File: config.mk
export PLATFORM = sky130hd
export DESIGN_NAME = cb_cfg_loader_flat
export DESIGN_NICKNAME = d
export VERILOG_FILES = /design/src/rtl/cb_cfg_loader_if.sv /design/src/rtl/cb_cfg_loader.sv /design/src/flat_wrapper.sv
export SDC_FILE = /design/constraint.sdc
export NUM_CORES = 1
export LEC_CHECK = 0
export BUFFER_PORTS_ARGS = -buffer_cell sky130_fd_sc_hd__buf_2
export CELL_PAD_IN_SITES_DETAIL_PLACEMENT = 1
export CELL_PAD_IN_SITES_GLOBAL_PLACEMENT = 1
export CORE_MARGIN = 8
export CORE_UTILIZATION = 45
export CTS_CLUSTER_DIAMETER = 120
export DETAILED_ROUTE_END_ITERATION = 8
export HOLD_SLACK_MARGIN = 0.03
export PLACE_DENSITY = 0.89
export SYNTH_ARGS = -nofsm -noshare
export SYNTH_HDL_FRONTEND = slang
export SYNTH_SLANG_ARGS = --single-unit
File: constraint.sdc
create_clock -name clb_clk -period 31.5 [get_ports clb_clk]
set_input_delay 1.575 -clock clb_clk [delete_from_list [all_inputs] [get_ports clb_clk]]
set_output_delay 1.575 -clock clb_clk [all_outputs]
set_load 0.05 [all_outputs]
File: src/rtl/cb_cfg_loader_if.sv
// Byte-stream configuration port: framed bytes over valid/ready plus a frame abort.
interface cb_cfg_loader_if;
  logic [7:0] cfg_data;
  logic       cfg_valid;
  logic       cfg_ready;
  logic       cfg_abort;

  modport master (output cfg_data, output cfg_valid, output cfg_abort, input  cfg_ready);
  modport slave  (input  cfg_data, input  cfg_valid, input  cfg_abort, output cfg_ready);
endinterface

File: src/rtl/cb_cfg_loader.sv
// Assembles framed configuration bytes into a 69-bit shadow word, checks the frame and
// commits it atomically to one connection-block tile (or clears every tile).
module cb_cfg_loader #(
  parameter int NUM_TILES = 4,
  parameter int PROG_W    = 69
) (
  input  logic                          clb_clk,
  input  logic                          rst,
  cb_cfg_loader_if.slave                cfg,
  output logic [NUM_TILES*PROG_W-1:0]   prog_bus,
  output logic [NUM_TILES-1:0]          tile_en,
  output logic                          cfg_busy,
  output logic                          cfg_done,
  output logic                          cfg_err,
  output logic [1:0]                    err_code
);

  typedef enum logic [1:0] {S_IDLE, S_DATA, S_CSUM, S_COMMIT} state_t;

  localparam logic [1:0] OP_WRITE = 2'b01;
  localparam logic [1:0] OP_CLEAR = 2'b10;
  localparam logic [1:0] EC_NONE  = 2'b00;
  localparam logic [1:0] EC_OP    = 2'b01;
  localparam logic [1:0] EC_ADDR  = 2'b10;
  localparam logic [1:0] EC_CSUM  = 2'b11;
  localparam logic [6:0] TILES_W  = 7'(NUM_TILES);

  state_t                        r_state;
  logic [PROG_W-1:0]             r_shadow;
  logic [3:0]                    r_cnt;
  logic [7:0]                    r_xor;
  logic [5:0]                    r_addr;
  logic                          r_op_clear;
  logic                          r_pad_bad;
  logic [NUM_TILES*PROG_W-1:0]   r_prog_bus;
  logic [NUM_TILES-1:0]          r_tile_en;
  logic                          r_done;
  logic                          r_err;
  logic [1:0]                    r_err_code;

  logic                          w_ready;
  logic                          w_accept;
  logic [1:0]                    w_hdr_op;
  logic                          w_addr_ok;

  // Ready drops combinationally on abort so an aborting cycle never also moves a byte.
  assign w_ready   = (r_state != S_COMMIT) && !cfg.cfg_abort;
  assign w_accept  = cfg.cfg_valid && w_ready;
  assign w_hdr_op  = cfg.cfg_data[7:6];
  assign w_addr_ok = {1'b0, cfg.cfg_data[5:0]} < TILES_W;

  assign cfg.cfg_ready = w_ready;
  assign prog_bus      = r_prog_bus;
  assign tile_en       = r_tile_en;
  assign cfg_busy      = (r_state != S_IDLE);
  assign cfg_done      = r_done;
  assign cfg_err       = r_err;
  assign err_code      = r_err_code;

  always_ff @(posedge clb_clk or posedge rst) begin
    if (rst) begin
      // NOTE: the tile word store is reset too, so a reset tile never sees a stale program.
      r_state    <= S_IDLE;
      r_shadow   <= '0;
      r_cnt      <= '0;
      r_xor      <= '0;
      r_addr     <= '0;
      r_op_clear <= 1'b0;
      r_pad_bad  <= 1'b0;
      r_prog_bus <= '0;
      r_tile_en  <= '0;
      r_done     <= 1'b0;
      r_err      <= 1'b0;
      r_err_code <= EC_NONE;
    end else begin
      r_done <= 1'b0;
      r_err  <= 1'b0;

      if (r_state == S_COMMIT) begin
        // The commit always completes, even with cfg_abort raised in this cycle.
        if (r_op_clear) begin
          r_prog_bus <= '0;
          r_tile_en  <= '0;
        end else begin
          for (int t = 0; t < NUM_TILES; t++) begin
            if (r_addr == 6'(t)) begin
              r_prog_bus[t*PROG_W +: PROG_W] <= r_shadow;
              r_tile_en[t]                   <= 1'b1;
            end
          end
        end
        r_done   <= 1'b1;
        r_state  <= S_IDLE;
        r_cnt    <= '0;
        r_shadow <= '0;
      end else if (cfg.cfg_abort) begin
        r_state  <= S_IDLE;
        r_cnt    <= '0;
        r_shadow <= '0;
      end else if (w_accept) begin
        unique case (r_state)
          S_IDLE: begin
            if (w_hdr_op == OP_WRITE && w_addr_ok) begin
              r_state    <= S_DATA;
              r_addr     <= cfg.cfg_data[5:0];
              r_op_clear <= 1'b0;
              r_pad_bad  <= 1'b0;
              r_xor      <= cfg.cfg_data;
              r_cnt      <= 4'd1;
              r_err_code <= EC_NONE;
            end else if (w_hdr_op == OP_WRITE) begin
              r_err_code <= EC_ADDR;
              r_err      <= 1'b1;
            end else if (w_hdr_op == OP_CLEAR) begin
              r_state    <= S_CSUM;
              r_op_clear <= 1'b1;
              r_pad_bad  <= 1'b0;
              r_xor      <= cfg.cfg_data;
              r_cnt      <= 4'd1;
              r_err_code <= EC_NONE;
            end else begin
              r_err_code <= EC_OP;
              r_err      <= 1'b1;
            end
          end
          S_DATA: begin
            for (int k = 0; k < 8; k++) begin
              if (r_cnt == 4'(k + 1)) r_shadow[8*k +: 8] <= cfg.cfg_data;
            end
            if (r_cnt == 4'd9) begin
              r_shadow[68:64] <= cfg.cfg_data[4:0];
              r_pad_bad       <= |cfg.cfg_data[7:5];
              r_state         <= S_CSUM;
            end
            r_xor <= r_xor ^ cfg.cfg_data;
            r_cnt <= r_cnt + 4'd1;
          end
          S_CSUM: begin
            if (cfg.cfg_data == r_xor && !r_pad_bad) begin
              r_state <= S_COMMIT;
            end else begin
              r_state    <= S_IDLE;
              r_cnt      <= '0;
              r_shadow   <= '0;
              r_err_code <= EC_CSUM;
              r_err      <= 1'b1;
            end
          end
          default: r_state <= S_IDLE;
        endcase
      end
    end
  end

endmodule
File: src/flat_wrapper.sv
// flat-port wrapper written by rule: the top's interface ports become plain ports
module cb_cfg_loader_flat 
#(
  parameter int NUM_TILES = 4,
  parameter int PROG_W    = 69
)
  (clb_clk, rst, prog_bus, tile_en, cfg_busy, cfg_done, cfg_err, err_code, cfg_cfg_data, cfg_cfg_valid, cfg_cfg_abort, cfg_cfg_ready);
  cb_cfg_loader_if cfg_i ();
  input  logic clb_clk;
  input  logic rst;
  output logic [NUM_TILES*PROG_W-1:0] prog_bus;
  output logic [NUM_TILES-1:0] tile_en;
  output logic cfg_busy;
  output logic cfg_done;
  output logic cfg_err;
  output logic [1:0] err_code;
  input wire logic [$bits(cfg_i.cfg_data)-1:0] cfg_cfg_data;
  input wire logic [$bits(cfg_i.cfg_valid)-1:0] cfg_cfg_valid;
  input wire logic [$bits(cfg_i.cfg_abort)-1:0] cfg_cfg_abort;
  output wire logic [$bits(cfg_i.cfg_ready)-1:0] cfg_cfg_ready;
  assign cfg_i.cfg_data = cfg_cfg_data;
  assign cfg_i.cfg_valid = cfg_cfg_valid;
  assign cfg_i.cfg_abort = cfg_cfg_abort;
  assign cfg_cfg_ready = cfg_i.cfg_ready;
  cb_cfg_loader #(.NUM_TILES(NUM_TILES), .PROG_W(PROG_W)) u_core (.clb_clk(clb_clk), .rst(rst), .cfg(cfg_i), .prog_bus(prog_bus), .tile_en(tile_en), .cfg_busy(cfg_busy), .cfg_done(cfg_done), .cfg_err(cfg_err), .err_code(err_code));
endmodule
# After elaboration in Yosys (flattened, before gate mapping)
# Cells that the tools add are included.
[word_totals] output_inout_bits=286 elab_cells=174 in_bits=12 ff_bits=375
[op_classes] n_mux=67 n_reduce_logical=40 n_bitwise=3 n_eq_ne=36 addsub=1 order_cmp=1
[op_table] cell="2-to-1 mux 69 bit" count=8
[op_table] cell="2-to-1 mux 276 bit" count=1
[op_table] cell="case mux 69 bit (2 select lines)" count=1
[op_table] cell="2-to-1 mux 8 bit" count=11
[op_table] cell="AND reduction 4 bit" count=10
[op_table] cell="!= test 4 x 2 -> 1 bit, second input constant" count=9
[op_table] cell="2-to-1 mux 4 bit" count=8
[op_table] cell="2-to-1 mux 2 bit" count=11
[op_table] cell="2-to-1 mux 1 bit" count=20
[op_table] cell="equality test 4 x 3 -> 1 bit, second input constant" count=4
[op_table] cell="case mux 8 bit (2 select lines)" count=1
[op_table] cell="nonzero test 2 bit" count=8
[op_table] cell="AND reduction 5 bit" count=3
[op_table] cell="equality test 6 x 2 -> 1 bit, second input constant" count=2
[op_table] cell="case mux 4 bit (3 select lines)" count=1
[op_table] cell="AND reduction 6 bit" count=2
[op_table] cell="equality test 4 x 2 -> 1 bit, second input constant" count=2
[op_table] cell="equality test 4 bit, second input constant" count=2
[op_table] cell="equality test 8 bit" count=1
[op_table] cell="AND reduction 2 bit" count=4
[op_table] cell="bitwise XOR 8 bit" count=1
[op_table] cell="AND reduction 7 bit" count=1
[op_table] cell="equality test 2 bit, second input constant" count=3
[op_table] cell="equality test 6 x 1 -> 1 bit, second input constant" count=1
[op_table] cell="24 further kinds" count=33

# Longest topological paths before layout
[logic_depth] depth_word=8 ltp_mapped=9 depth_no_buf=7

# Worst setup path before layout
# No wires, ideal clock.
[synth_timing] path_type="in2out" start="input port cfg_cfg_abort" end="output port cfg_cfg_ready" stages=2 t_arrival_ps=2362 setup_slack_ps=27563 t_required_ps=29925 n_path_buf=1 cell_sequence="nor2_4 > clkbuf_1"
[synth_via] elab_chain_len=2
[synth_lines] element="from (decl)" line_no="flat_wrapper.sv:19" text="input wire logic [$bits(cfg_i.cfg_abort)-1:0] cfg_cfg_abort;"
[synth_lines] element="zero test 1 bit" line_no="cb_cfg_loader.sv:47" text="assign w_ready = (r_state != S_COMMIT) && !cfg.cfg_abort;"
[synth_lines] element="logical AND 1 bit" line_no="cb_cfg_loader.sv:47"
[synth_lines] element="to (decl)" line_no="flat_wrapper.sv:20" text="output wire logic [$bits(cfg_i.cfg_ready)-1:0] cfg_cfg_ready;"
# No other way between the ends.

==> run metrics <==
status=completed; post-synth top area cell=dfrtp_1; Post-Syn Area=around 15000 um2; Core Footprint=approximately 32000 um2; clk_lat worst skew=about 0.53 ns; initial antenna violation count=1; Synth Area per Inst=between 10 and 15 um2; Yosys cell types=44; Data arrival, critical path=around 4.5 ns; Syn-to-layout area delta=21.46%; most used flip-flop cell after synthesis=dfrtp_1; Fillers=approximately 3500; top cells by area, synth=dfrtp_1 65%, o21ai_0 9.7%, nand2_1 9.4%; post-layout min period=3.989 ns; clk_skew=around 0.018 ns; top-area cell type share of the netlist area=0.6467; Critical Path RT=~32 ns; global-route wire length before repair=~75000 um; die area=roughly 38000 um2; PostCTS Resize Cnt=0; total setup buffers inserted after CTS=0; Sequential Power Share=0.476; vias per cell=between 5 and 6; Startpoint Class=input port; power per standard cell area=a little under 60 nW/um2; Die W=slightly below 200 um; Sw Share=0.2287; worst hold slack=0.4748 ns; RSZ-0062 raised after global routing=no; Ports=between 200 and 300; peak supply drop=a little over 0.00004 V; Nets=between 1500 and 2000; Leakage=roughly 8.8 nW; final hold violation count=0; CTS tree=yes; Psw=~240 uW; CTS Hold Buffers Added=0; GRT Util Overall=0.2437; ant diodes=0; worst-margin pin slew=1.137 ns; endpoints failing setup=0; worst hold path type=reg2reg; top-count cell post-synth=dfrtp_1; combinational share of power=0.049; relative slew slack=0.2388; Syn Inst Count=around 1400; Starting Density=0.4587; vias in the first global route=roughly 13000; WL/cell=roughly 22 um; crit share post-route=0.1266; DRC viols=0; critical setup path kind=in2async; Int Pwr=~800 uW; GR Overflow Total=0; drt first pass iters=5; DP HPWL=roughly 32000 um; Post-synth EDFFs=0; fraction of layout cells with a size suffix above 1=0.2369; htree depth=2; Rows=65; clock root buffer=clkbuf_16; endpoint type of the worst setup path=async pin; sequential-to-total area share from yosys stat=0.6467; Vias=~12000; Critical Path Fanout Max=around 150; Port Buffers=297; Synth top cells by count=375 x dfrtp_1, 362 x nand2_1, 282 x o21ai_0; final wirelength=between 40000 and 50000 um; CTS clk-pin slew, worst paths=approximately 0.06 ns; Max-Cap Viols=0; Clk pwr share=0.475; max-slew violation count=0; Die H=around 200 um; largest net degree at the start of global routing=155; Post-DRT Antenna Nets=0; Iteration-0 DRC Markers=about 750; Mapped Nets=approximately 1400; Yosys Warn Count=0; CTS max path bufs=3; f_max=around 250 MHz; TritonCTS buffer count=just over 40; number of synthesized register bits=between 300 and 400; # clock sinks=approximately 380; Async SR Flop Fraction=1.000; setup TNS=0 ns; GP Congestion=just over 0.8
## area by class of cell
cell class,instances,area [um2],share of cell area
sequential,375,9385,0.5325
multi-input combinational,925,4703,0.2669
timing repair buffer,309,1577,0.08945
clock buffer,57,1219,0.06915
tap,402,503.0,0.02854
clock inverter,15,170.2,0.009655
inverter,16,67.56,0.003834
## metrics by stage
step	total power, mW	instances	area, um2	worst slack [ns]	util
floorplan	0.5386	1408	14510	19.51	-
global route	1.066	2099	17620	27.04	0.5571
detailed placement	0.5530	2027	16240	26.87	0.5132
CTS	1.044	2099	17620	27.42	0.5571
global placement	0.5496	2027	16240	26.99	0.5132
finish	1.036	2099	17620	27.51	0.5571
## cells by family (layout without fill, tap and decap cells)
family,count (synthesis),count (layout),share of synthesized area
and+or+nand+nor,492,492,0.1517
muxes,4,4,0.002932
adders and majority gates,10,10,0.008623
xor gates and xnor gates,9,9,0.005433
DFF,375,375,0.6467
buffers and inverters,108,397,0.03320
AOI/OAI and AO/OA,410,410,0.1514
## per-layer routing
| metal | GRT usage | routed length, um | up-vias |
|---|---|---|---|
| met4 | 0.08198 | 1390 | 2 |
| li1 | - | - | 5250 |
| met5 | 0 | 8 | - |
| met3 | 0.04350 | 2323 | 96 |
| met2 | 0.4241 | 24250 | 354 |
| met1 | 0.3030 | 19010 | 5925 |
## critical path, stage by stage
cell	delay (ns)
buf_2	0.13
inv_8	0.69
buf_4	0.87
buf_4	0.98
## path summary, 6_finish.rpt
path                                       from                   end  slack [ns]  cells past startpoint
min reg2reg                u_core.prog_bus[214]  u_core.prog_bus[214]        0.47                      2
max in group clb_clk              cfg_cfg_abort         cfg_cfg_ready       27.84                      3
min in group asynchronous                   rst    u_core.prog_bus[5]        1.29                      2
max reg2reg                   u_core.r_state[0]    u_core.r_shadow[0]       28.12                      7
max                                         rst   u_core.r_shadow[38]       27.51                      4
min                        u_core.prog_bus[214]  u_core.prog_bus[214]        0.47                      2
## sequential cells by signal, indices dropped and copies added, names as in the netlist, 2 cells and up
name / count
u_core.r_cnt: 4
u_core.prog_bus: 276
u_core.r_shadow: 69
u_core.r_addr: 6
u_core.err_code: 2
u_core.r_xor: 8
u_core.r_state: 2
u_core.tile_en: 4
## cell usage in the layout, fill, tap and decap left out, types with 3 or more instances in the layout
master and count:
nor3_1 6, nand2_1 362, and2_1 5, xnor2_1 9, o21ai_4 4, clkbuf_8 9, a21oi_1 30, nand4_1 5
clkinv_2 6, a21o_1 3, inv_1 15, nor2_1 9, ha_1 10, clkbuf_1 5, clkbuf_16 43, buf_2 297
buf_4 12, o21ai_1 9, nand2b_1 70, bufinv_16 3, o21ai_0 282, nand3_1 12, nor3_2 10, dfrtp_1 374
o22ai_1 69, inv_6 3
## power by group through the flow
stage / Clock [mW] / Combinational, mW / Sequential [mW]
CTS: 0.500 / 0.0519 / 0.493
global route: 0.516 / 0.0563 / 0.493
detailed placement: 0 / 0.0515 / 0.501
finish: 0.492 / 0.0510 / 0.493
global placement: 0 / 0.0486 / 0.501
floorplan: 0 / 0.0355 / 0.503
No activity file was read; power rests on OpenSTA's default activity.
